File: config.mk
export PLATFORM = sky130hd
export DESIGN_NAME = mio_bus_arbiter_flat
export DESIGN_NICKNAME = d
export VERILOG_FILES = /design/src/rtl/mio_arb_pkg.sv /design/src/rtl/mio_bus_arbiter_if.sv /design/src/rtl/mio_wdog_cnt.sv /design/src/rtl/mio_bus_arbiter.sv /design/src/flat_wrapper.sv
export SDC_FILE = /design/constraint.sdc
export NUM_CORES = 1
export LEC_CHECK = 0
export ABC_CLOCK_PERIOD_IN_PS = 5600
export CORE_UTILIZATION = 37
export CTS_CLUSTER_DIAMETER = 80
export DETAILED_ROUTE_END_ITERATION = 10
export GPL_TIMING_DRIVEN = 0
export PLACE_DENSITY = 0.74
export SYNTH_ARGS = -nofsm -noshare
export SYNTH_HDL_FRONTEND = slang
export SYNTH_SLANG_ARGS = --single-unit
File: constraint.sdc
create_clock -name clk -period 5.6 [get_ports clk]
set_input_delay 1.12 -clock clk [delete_from_list [all_inputs] [get_ports clk]]
set_output_delay 1.12 -clock clk [all_outputs]
set_load 0.02 [all_outputs]
File: src/rtl/mio_arb_pkg.sv
// mio_arb_pkg: shared types and constants for the MIO bus arbiter.
// Holds the arbiter state encoding, default sizing for the watchdog,
// requester indices and the fixed-priority grant helper.
package mio_arb_pkg;

  localparam int DEF_DATA_W      = 32;
  localparam int DEF_TIMEOUT_CYC = 255;
  localparam int DEF_CNT_W       = 8;

  // Requester indices into grant vectors
  localparam int REQ_IF  = 0;
  localparam int REQ_DM  = 1;
  localparam int NUM_REQ = 2;

  typedef enum logic [1:0] {
    IDLE    = 2'd0,
    IF_BUSY = 2'd1,
    DM_BUSY = 2'd2
  } arb_state_e;

  // Data memory wins over fetch: the MEM-stage access belongs to the older
  // instruction, so serving it first keeps the pipeline draining in order.
  function automatic logic [NUM_REQ-1:0] pick_grant(input logic if_req,
                                                    input logic dm_req);
    logic [NUM_REQ-1:0] g;
    g = '0;
    if (dm_req) begin
      g[REQ_DM] = 1'b1;
    end else if (if_req) begin
      g[REQ_IF] = 1'b1;
    end
    return g;
  endfunction

endpackage

File: src/rtl/mio_bus_arbiter_if.sv
// mio_bus_arbiter_if: requester handshakes plus the external MIO bus.
// The master modport is the arbiter's view (it masters the MIO bus);
// the slave modport is the environment: pipeline stages and memory system.
interface mio_bus_arbiter_if #(
  parameter int DATA_W = 32
);

  // Instruction-fetch requester
  logic              if_req;
  logic [DATA_W-1:0] if_addr;
  logic [DATA_W-1:0] if_rdata;
  logic              if_ack;

  // Data-memory requester
  logic              dm_req;
  logic              dm_we;
  logic [DATA_W-1:0] dm_addr;
  logic [DATA_W-1:0] dm_wdata;
  logic [DATA_W-1:0] dm_rdata;
  logic              dm_ack;

  logic              bus_err;

  // External MIO bus
  logic              MIO_ready;
  logic [DATA_W-1:0] Data_in;
  logic              CPU_MIO;
  logic              mem_w;
  logic [DATA_W-1:0] Addr_out;
  logic [DATA_W-1:0] Data_out;

  modport master (
    input  if_req, if_addr, dm_req, dm_we, dm_addr, dm_wdata,
    input  MIO_ready, Data_in,
    output if_rdata, if_ack, dm_rdata, dm_ack, bus_err,
    output CPU_MIO, mem_w, Addr_out, Data_out
  );

  modport slave (
    output if_req, if_addr, dm_req, dm_we, dm_addr, dm_wdata,
    output MIO_ready, Data_in,
    input  if_rdata, if_ack, dm_rdata, dm_ack, bus_err,
    input  CPU_MIO, mem_w, Addr_out, Data_out
  );

endinterface

File: src/rtl/mio_wdog_cnt.sv
// mio_wdog_cnt: busy-cycle watchdog for the MIO arbiter.
// Counts enabled cycles since the last clear and flags the cycle whose
// closing edge would bring the count up to LIMIT.
module mio_wdog_cnt #(
  parameter int CNT_W = 8,
  parameter int LIMIT = 255
) (
  input  logic clk,
  input  logic reset,
  input  logic clear,
  input  logic enable,
  output logic limit_hit
);

  localparam logic [CNT_W-1:0] LAST = CNT_W'(LIMIT - 1);

  logic [CNT_W-1:0] count;

  // Count stalled busy cycles; clear wins so every access starts from zero
  always_ff @(posedge clk or posedge reset) begin
    if (reset) begin
      count <= '0;
    end else if (clear) begin
      count <= '0;
    end else if (enable) begin
      count <= count + 1'b1;
    end
  end

  assign limit_hit = enable && !clear && (count == LAST);

endmodule

File: src/rtl/mio_bus_arbiter.sv
// mio_bus_arbiter: shares the single MIO port between instruction fetch
// and data memory. Data memory has priority, accesses are never preempted,
// and each completed access returns one registered one-cycle ack.
// Optional feature macro: MIO_TIMEOUT_EN adds a busy-cycle watchdog that
// aborts a stuck access with bus_err; without it bus_err is tied low and
// a busy state waits for MIO_ready indefinitely.
module mio_bus_arbiter
  import mio_arb_pkg::*;
#(
  parameter int DATA_W      = DEF_DATA_W,
  parameter int TIMEOUT_CYC = DEF_TIMEOUT_CYC,
  parameter int CNT_W       = DEF_CNT_W
) (
  input  logic              clk,
  input  logic              reset,
  mio_bus_arbiter_if.master bus
);

  // Elaboration-time sanity check of the watchdog sizing
  if ((2 ** CNT_W) <= TIMEOUT_CYC) begin : g_cfg_check
    $error("mio_bus_arbiter: CNT_W is too narrow for TIMEOUT_CYC");
  end

  arb_state_e        state_q, state_d;
  logic [DATA_W-1:0] addr_q, addr_d;
  logic [DATA_W-1:0] wdata_q, wdata_d;
  logic [DATA_W-1:0] if_rdata_q, if_rdata_d;
  logic [DATA_W-1:0] dm_rdata_q, dm_rdata_d;
  logic              mem_w_q, mem_w_d;
  logic              if_ack_q, if_ack_d;
  logic              dm_ack_q, dm_ack_d;
  logic [NUM_REQ-1:0] gnt;

  // A requester acked this cycle is still holding req; mask it so the
  // stale request is not granted a second time.
  assign gnt = pick_grant(bus.if_req && !if_ack_q, bus.dm_req && !dm_ack_q);

`ifdef MIO_TIMEOUT_EN
  logic busy;
  logic timeout_hit;
  logic err_q, err_d;

  assign busy = (state_q != IDLE);

  mio_wdog_cnt #(
    .CNT_W (CNT_W),
    .LIMIT (TIMEOUT_CYC)
  ) u_wdog (
    .clk       (clk),
    .reset     (reset),
    .clear     (!busy),
    .enable    (busy && !bus.MIO_ready),
    .limit_hit (timeout_hit)
  );
`endif

  // Next-state and next-output logic: grant in IDLE, complete in BUSY
  always_comb begin
    state_d    = state_q;
    addr_d     = addr_q;
    wdata_d    = wdata_q;
    mem_w_d    = mem_w_q;
    if_rdata_d = if_rdata_q;
    dm_rdata_d = dm_rdata_q;
    if_ack_d   = 1'b0;
    dm_ack_d   = 1'b0;
`ifdef MIO_TIMEOUT_EN
    err_d      = 1'b0;
`endif
    unique case (state_q)
      IDLE: begin
        if (gnt[REQ_DM]) begin
          addr_d  = bus.dm_addr;
          wdata_d = bus.dm_wdata;
          mem_w_d = bus.dm_we;
          state_d = DM_BUSY;
        end else if (gnt[REQ_IF]) begin
          addr_d  = bus.if_addr;
          mem_w_d = 1'b0;
          state_d = IF_BUSY;
        end
      end
      IF_BUSY: begin
        if (bus.MIO_ready) begin
          if_rdata_d = bus.Data_in;
          if_ack_d   = 1'b1;
          mem_w_d    = 1'b0;
          state_d    = IDLE;
        end
`ifdef MIO_TIMEOUT_EN
        else if (timeout_hit) begin
          if_ack_d = 1'b1;
          err_d    = 1'b1;
          mem_w_d  = 1'b0;
          state_d  = IDLE;
        end
`endif
      end
      DM_BUSY: begin
        if (bus.MIO_ready) begin
          if (!mem_w_q) begin
            dm_rdata_d = bus.Data_in;
          end
          dm_ack_d = 1'b1;
          mem_w_d  = 1'b0;
          state_d  = IDLE;
        end
`ifdef MIO_TIMEOUT_EN
        else if (timeout_hit) begin
          dm_ack_d = 1'b1;
          err_d    = 1'b1;
          mem_w_d  = 1'b0;
          state_d  = IDLE;
        end
`endif
      end
      default: begin
        state_d = IDLE;
        mem_w_d = 1'b0;
      end
    endcase
  end

  // State and output registers; reset drops any in-flight access at once
  always_ff @(posedge clk or posedge reset) begin
    if (reset) begin
      state_q    <= IDLE;
      addr_q     <= '0;
      wdata_q    <= '0;
      mem_w_q    <= 1'b0;
      if_rdata_q <= '0;
      dm_rdata_q <= '0;
      if_ack_q   <= 1'b0;
      dm_ack_q   <= 1'b0;
    end else begin
      state_q    <= state_d;
      addr_q     <= addr_d;
      wdata_q    <= wdata_d;
      mem_w_q    <= mem_w_d;
      if_rdata_q <= if_rdata_d;
      dm_rdata_q <= dm_rdata_d;
      if_ack_q   <= if_ack_d;
      dm_ack_q   <= dm_ack_d;
    end
  end

`ifdef MIO_TIMEOUT_EN
  // Abort flag register, pulses alongside the ack of a timed-out access
  always_ff @(posedge clk or posedge reset) begin
    if (reset) begin
      err_q <= 1'b0;
    end else begin
      err_q <= err_d;
    end
  end

  assign bus.bus_err = err_q;
`else
  assign bus.bus_err = 1'b0;
`endif

  assign bus.CPU_MIO  = (state_q != IDLE);
  assign bus.mem_w    = mem_w_q;
  assign bus.Addr_out = addr_q;
  assign bus.Data_out = wdata_q;
  assign bus.if_rdata = if_rdata_q;
  assign bus.dm_rdata = dm_rdata_q;
  assign bus.if_ack   = if_ack_q;
  assign bus.dm_ack   = dm_ack_q;

endmodule

File: src/flat_wrapper.sv
// flat-port wrapper written by rule: the top's interface ports become plain ports
module mio_bus_arbiter_flat import mio_arb_pkg::*;
#(
  parameter int DATA_W      = DEF_DATA_W,
  parameter int TIMEOUT_CYC = DEF_TIMEOUT_CYC,
  parameter int CNT_W       = DEF_CNT_W
)
  (clk, reset, bus_if_req, bus_if_addr, bus_dm_req, bus_dm_we, bus_dm_addr, bus_dm_wdata, bus_MIO_ready, bus_Data_in, bus_if_rdata, bus_if_ack, bus_dm_rdata, bus_dm_ack, bus_bus_err, bus_CPU_MIO, bus_mem_w, bus_Addr_out, bus_Data_out);
  mio_bus_arbiter_if #(.DATA_W(DATA_W)) bus_i ();
  input  logic clk;
  input  logic reset;
  input wire logic [$bits(bus_i.if_req)-1:0] bus_if_req;
  input wire logic [$bits(bus_i.if_addr)-1:0] bus_if_addr;
  input wire logic [$bits(bus_i.dm_req)-1:0] bus_dm_req;
  input wire logic [$bits(bus_i.dm_we)-1:0] bus_dm_we;
  input wire logic [$bits(bus_i.dm_addr)-1:0] bus_dm_addr;
  input wire logic [$bits(bus_i.dm_wdata)-1:0] bus_dm_wdata;
  input wire logic [$bits(bus_i.MIO_ready)-1:0] bus_MIO_ready;
  input wire logic [$bits(bus_i.Data_in)-1:0] bus_Data_in;
  output wire logic [$bits(bus_i.if_rdata)-1:0] bus_if_rdata;
  output wire logic [$bits(bus_i.if_ack)-1:0] bus_if_ack;
  output wire logic [$bits(bus_i.dm_rdata)-1:0] bus_dm_rdata;
  output wire logic [$bits(bus_i.dm_ack)-1:0] bus_dm_ack;
  output wire logic [$bits(bus_i.bus_err)-1:0] bus_bus_err;
  output wire logic [$bits(bus_i.CPU_MIO)-1:0] bus_CPU_MIO;
  output wire logic [$bits(bus_i.mem_w)-1:0] bus_mem_w;
  output wire logic [$bits(bus_i.Addr_out)-1:0] bus_Addr_out;
  output wire logic [$bits(bus_i.Data_out)-1:0] bus_Data_out;
  assign bus_i.if_req = bus_if_req;
  assign bus_i.if_addr = bus_if_addr;
  assign bus_i.dm_req = bus_dm_req;
  assign bus_i.dm_we = bus_dm_we;
  assign bus_i.dm_addr = bus_dm_addr;
  assign bus_i.dm_wdata = bus_dm_wdata;
  assign bus_i.MIO_ready = bus_MIO_ready;
  assign bus_i.Data_in = bus_Data_in;
  assign bus_if_rdata = bus_i.if_rdata;
  assign bus_if_ack = bus_i.if_ack;
  assign bus_dm_rdata = bus_i.dm_rdata;
  assign bus_dm_ack = bus_i.dm_ack;
  assign bus_bus_err = bus_i.bus_err;
  assign bus_CPU_MIO = bus_i.CPU_MIO;
  assign bus_mem_w = bus_i.mem_w;
  assign bus_Addr_out = bus_i.Addr_out;
  assign bus_Data_out = bus_i.Data_out;
  mio_bus_arbiter #(.DATA_W(DATA_W), .TIMEOUT_CYC(TIMEOUT_CYC), .CNT_W(CNT_W)) u_core (.clk(clk), .reset(reset), .bus(bus_i));
endmodule
==> metrics.cfg <==
[global_route]
grt_pass1_vias=4482
antenna_found_initial=0
grt_max_degree=106
grt_pass1_wl_um=23300
grt-ovfl-total=0
track_usage_pct=19.2

[synth]
synthFlopType=dfrtp_1
async_flop_share_pct=100
yosysWarnings=0
synth.top_cell.area_share_pct=59.2
synth_top_cell_by_area=dfrtp_1
synthTopCellsByArea=dfrtp_1, mux2_2, mux2_4
synth_most_common_cell=dfrtp_1
synth_seq_cells=133
synth_enable_flop_cells=0
synthCells=339
syn_avg_cell_area_um2=16.6
yosysSeqAreaShare_pct=59.2
netlist_area_mm2=0.00562
yosys-top-cells-count=dfrtp_1, mux2_2, mux2_4
synth_fp_nets=476
synth.distinct_cells=23

[floorplan]
dieArea_mm2=0.0157
num_rows=44
fp.dieW_um=125
start_util_pct=38.2
die_h_um=125
num_io_pins=267
core_area_mm2=0.0147

[sta]
min_period_ps=3020
worst_pin_slew_ps=509
worst_slack_ps=2580
finalSetupViolCount=0
final-max-slew-violation-count=0
final-hold-violation-count=0
period_share_pct=53.8
skew_ps=7.29
hold_ws_ps=500
rsz0062_at_grt=no
maxSlewHeadroom_pct=66.0
fmax_ghz=0.332

[route]
drt_pass1_iterations=7
post_drt_wl_per_cell_um=17.2
ant_nets=0
route.detailed.drc=21
wl_um=14100
vias=3851
via_per_inst=4.70
drtIter0Drc=151

[finish]
multiInputGateArea_mm2=0.00214
fill_cells=1067
syn_to_final_growth_pct=63.7
final_layout_size_suffix_gt1_share_pct=33.2
num_antenna_cells=0
fin_area_mm2=0.00921
ff_latch_area_mm2=0.00333
finalNetCount=761

[worst_setup_path]
ff2ff_setup_slack_ps=3750
cp_slowest_cell=clkdlybuf4s50_1
startpoint_type=register
r2r_start=u_core.state_q[1]$_DFFE_PP0P_
worstPathRequired_ps=4480
worstPathArrival_ps=1900
cp_max_fo=5
worstSetupEndpointType=output port
ff2ff_path_depth=6
crit_chain=inv_1 > ha_1 > inv_1 > clkdlybuf4s50_1
path_buf_inv=3
timing.rr.end=u_core.bus.Addr_out[28]$_DFFE_PP0P_
crit_type=reg -> out
crit_family=buffers and inverters
slowest_delay_ps=660
cpMostUsedCell=inv_1

[pwr]
ir_worst_vdd_mv=0.371
p_leak_nw=3.98
powerDensity_mw_per_mm2=617

[flow_run]
drv_cap=0

[placed_design]
portBuffers=265
hpwlAfterDp_um=10600
preCtsSetupSlack_ps=2790
place_congestion=0.740
dpl-instance-area_mm2=0.00854

[clock_tree]
h-tree-depth=4
cts_tree=yes
root_buffer=clkbuf_16
post-cts-setup-buffers=0
path_clk_slew_ps=60
clock_sinks=133
clk_latency_ps=410
cts_buffer_depth=2
cts_resized=0
numCtsBuffers=17
holdBufCountCts=0

[min_path]
worstHoldPathCells=1
hold_end=u_core.bus.dm_rdata[29]$_DFFE_PP0P_
min_from=u_core.bus.dm_rdata[29]$_DFFE_PP0P_
min_path_type=reg -> reg

[run_status]
violations=design-rule violations
status=finished with violations

## cell families after synthesis
kind of cell / Yosys count / share of synthesized area, %
other: 1 / 0.0667
AOI/OAI and AO/OA: 5 / 0.534
muxes: 160 / 35.3
DFF: 133 / 59.2
and+or+nand+nor: 14 / 1.58
buffers and inverters: 23 / 2.69
adders and majority gates: 3 / 0.668
## cell type report
class	instances	area share [%]
buffer	18	1.44
multi-input combinational	183	23.3
clock inverter	7	1.81
clock buffer	24	5.45
tap	184	2.50
sequential	133	36.2
timing repair buffer	266	29.1
inverter	5	0.258
## worst reg2reg max path, delay by kind of cell, from the launching register on
kind | cells | cell delay (ps)
muxes | 1 | 360
adders and majority gates | 1 | 260
AOI/OAI and AO/OA | 1 | 250
DFF | 1 | 380
buffers and inverters | 3 | 490
## per-layer routing
| metal | GRT usage (%) | routed length (um) | vias to the layer above |
|---|---|---|---|
| li1 | - | - | 1765 |
| met1 | 20.8 | 5310 | 1888 |
| met2 | 32.8 | 6990 | 176 |
| met3 | 8.86 | 1580 | 22 |
| met4 | 7.53 | 266 | 0 |
| met5 | 0 | 0 | - |
## how the worst max path moves through the flow
stage | startpoint | to | slack (ps) | cells past startpoint
floorplan | reset | u_core.bus.Addr_out[0]$_DFFE_PP0P_ | 930 | 1
global placement | reset | u_core.bus.Addr_out[18]$_DFFE_PP0P_ | -720 | 2
detailed placement | bus_dm_req | u_core.bus.Addr_out[24]$_DFFE_PP0P_ | 2790 | 6
CTS | u_core.state_q[0]$_DFFE_PP0P_ | bus_CPU_MIO | 2570 | 4
global route | u_core.state_q[0]$_DFFE_PP0P_ | bus_CPU_MIO | 2470 | 4
finish | u_core.state_q[0]$_DFFE_PP0P_ | bus_CPU_MIO | 2580 | 4
## layout by cell type (no fill, tap or decap), types with 3 or more instances in the layout
cell type | synthesis | routed
inv_1 | 5 | 4
ha_1 | 3 | 3
buf_2 | 6 | 6
mux2_2 | 111 | 111
buf_6 | 4 | 4
clkbuf_16 | 0 | 17
buf_4 | 7 | 7
dfrtp_1 | 133 | 133
clkbuf_8 | 0 | 5
bufinv_16 | 0 | 5
clkdlybuf4s50_1 | 0 | 265
nand2b_1 | 4 | 4
mux2_4 | 48 | 48
## registers in the layout (all words and copies together), names as in the netlist
register,cells
u_core.bus.if_ack,1
u_core.bus.Data_out,32
u_core.state_q,2
u_core.bus.dm_ack,1
u_core.bus.if_rdata,32
u_core.bus.Addr_out,32
u_core.bus.dm_rdata,32
u_core.bus.mem_w,1
## report_power, final
| group | internal [W] | total [W] | switching [W] |
|---|---|---|---|
| logic | 0.00151 | 0.00275 | 0.00124 |
| clock network | 0.000848 | 0.00123 | 0.000381 |
| registers | 0.00145 | 0.00170 | 0.000248 |
| total | 0.00381 | 0.00568 | 0.00187 |
## per-stage QoR
stage               utilization [%]  std cells  setup TNS, ps  total power [W]
detailed placement             58.1        789              0          0.00448
finish                         62.6        820              0          0.00568
global route                   62.6        820              0          0.00597
floorplan                         -        339              0          0.00316
CTS                            62.6        820              0          0.00574
global placement               57.9        788         -94640          0.00440
(Power assumes the default switching activity.)
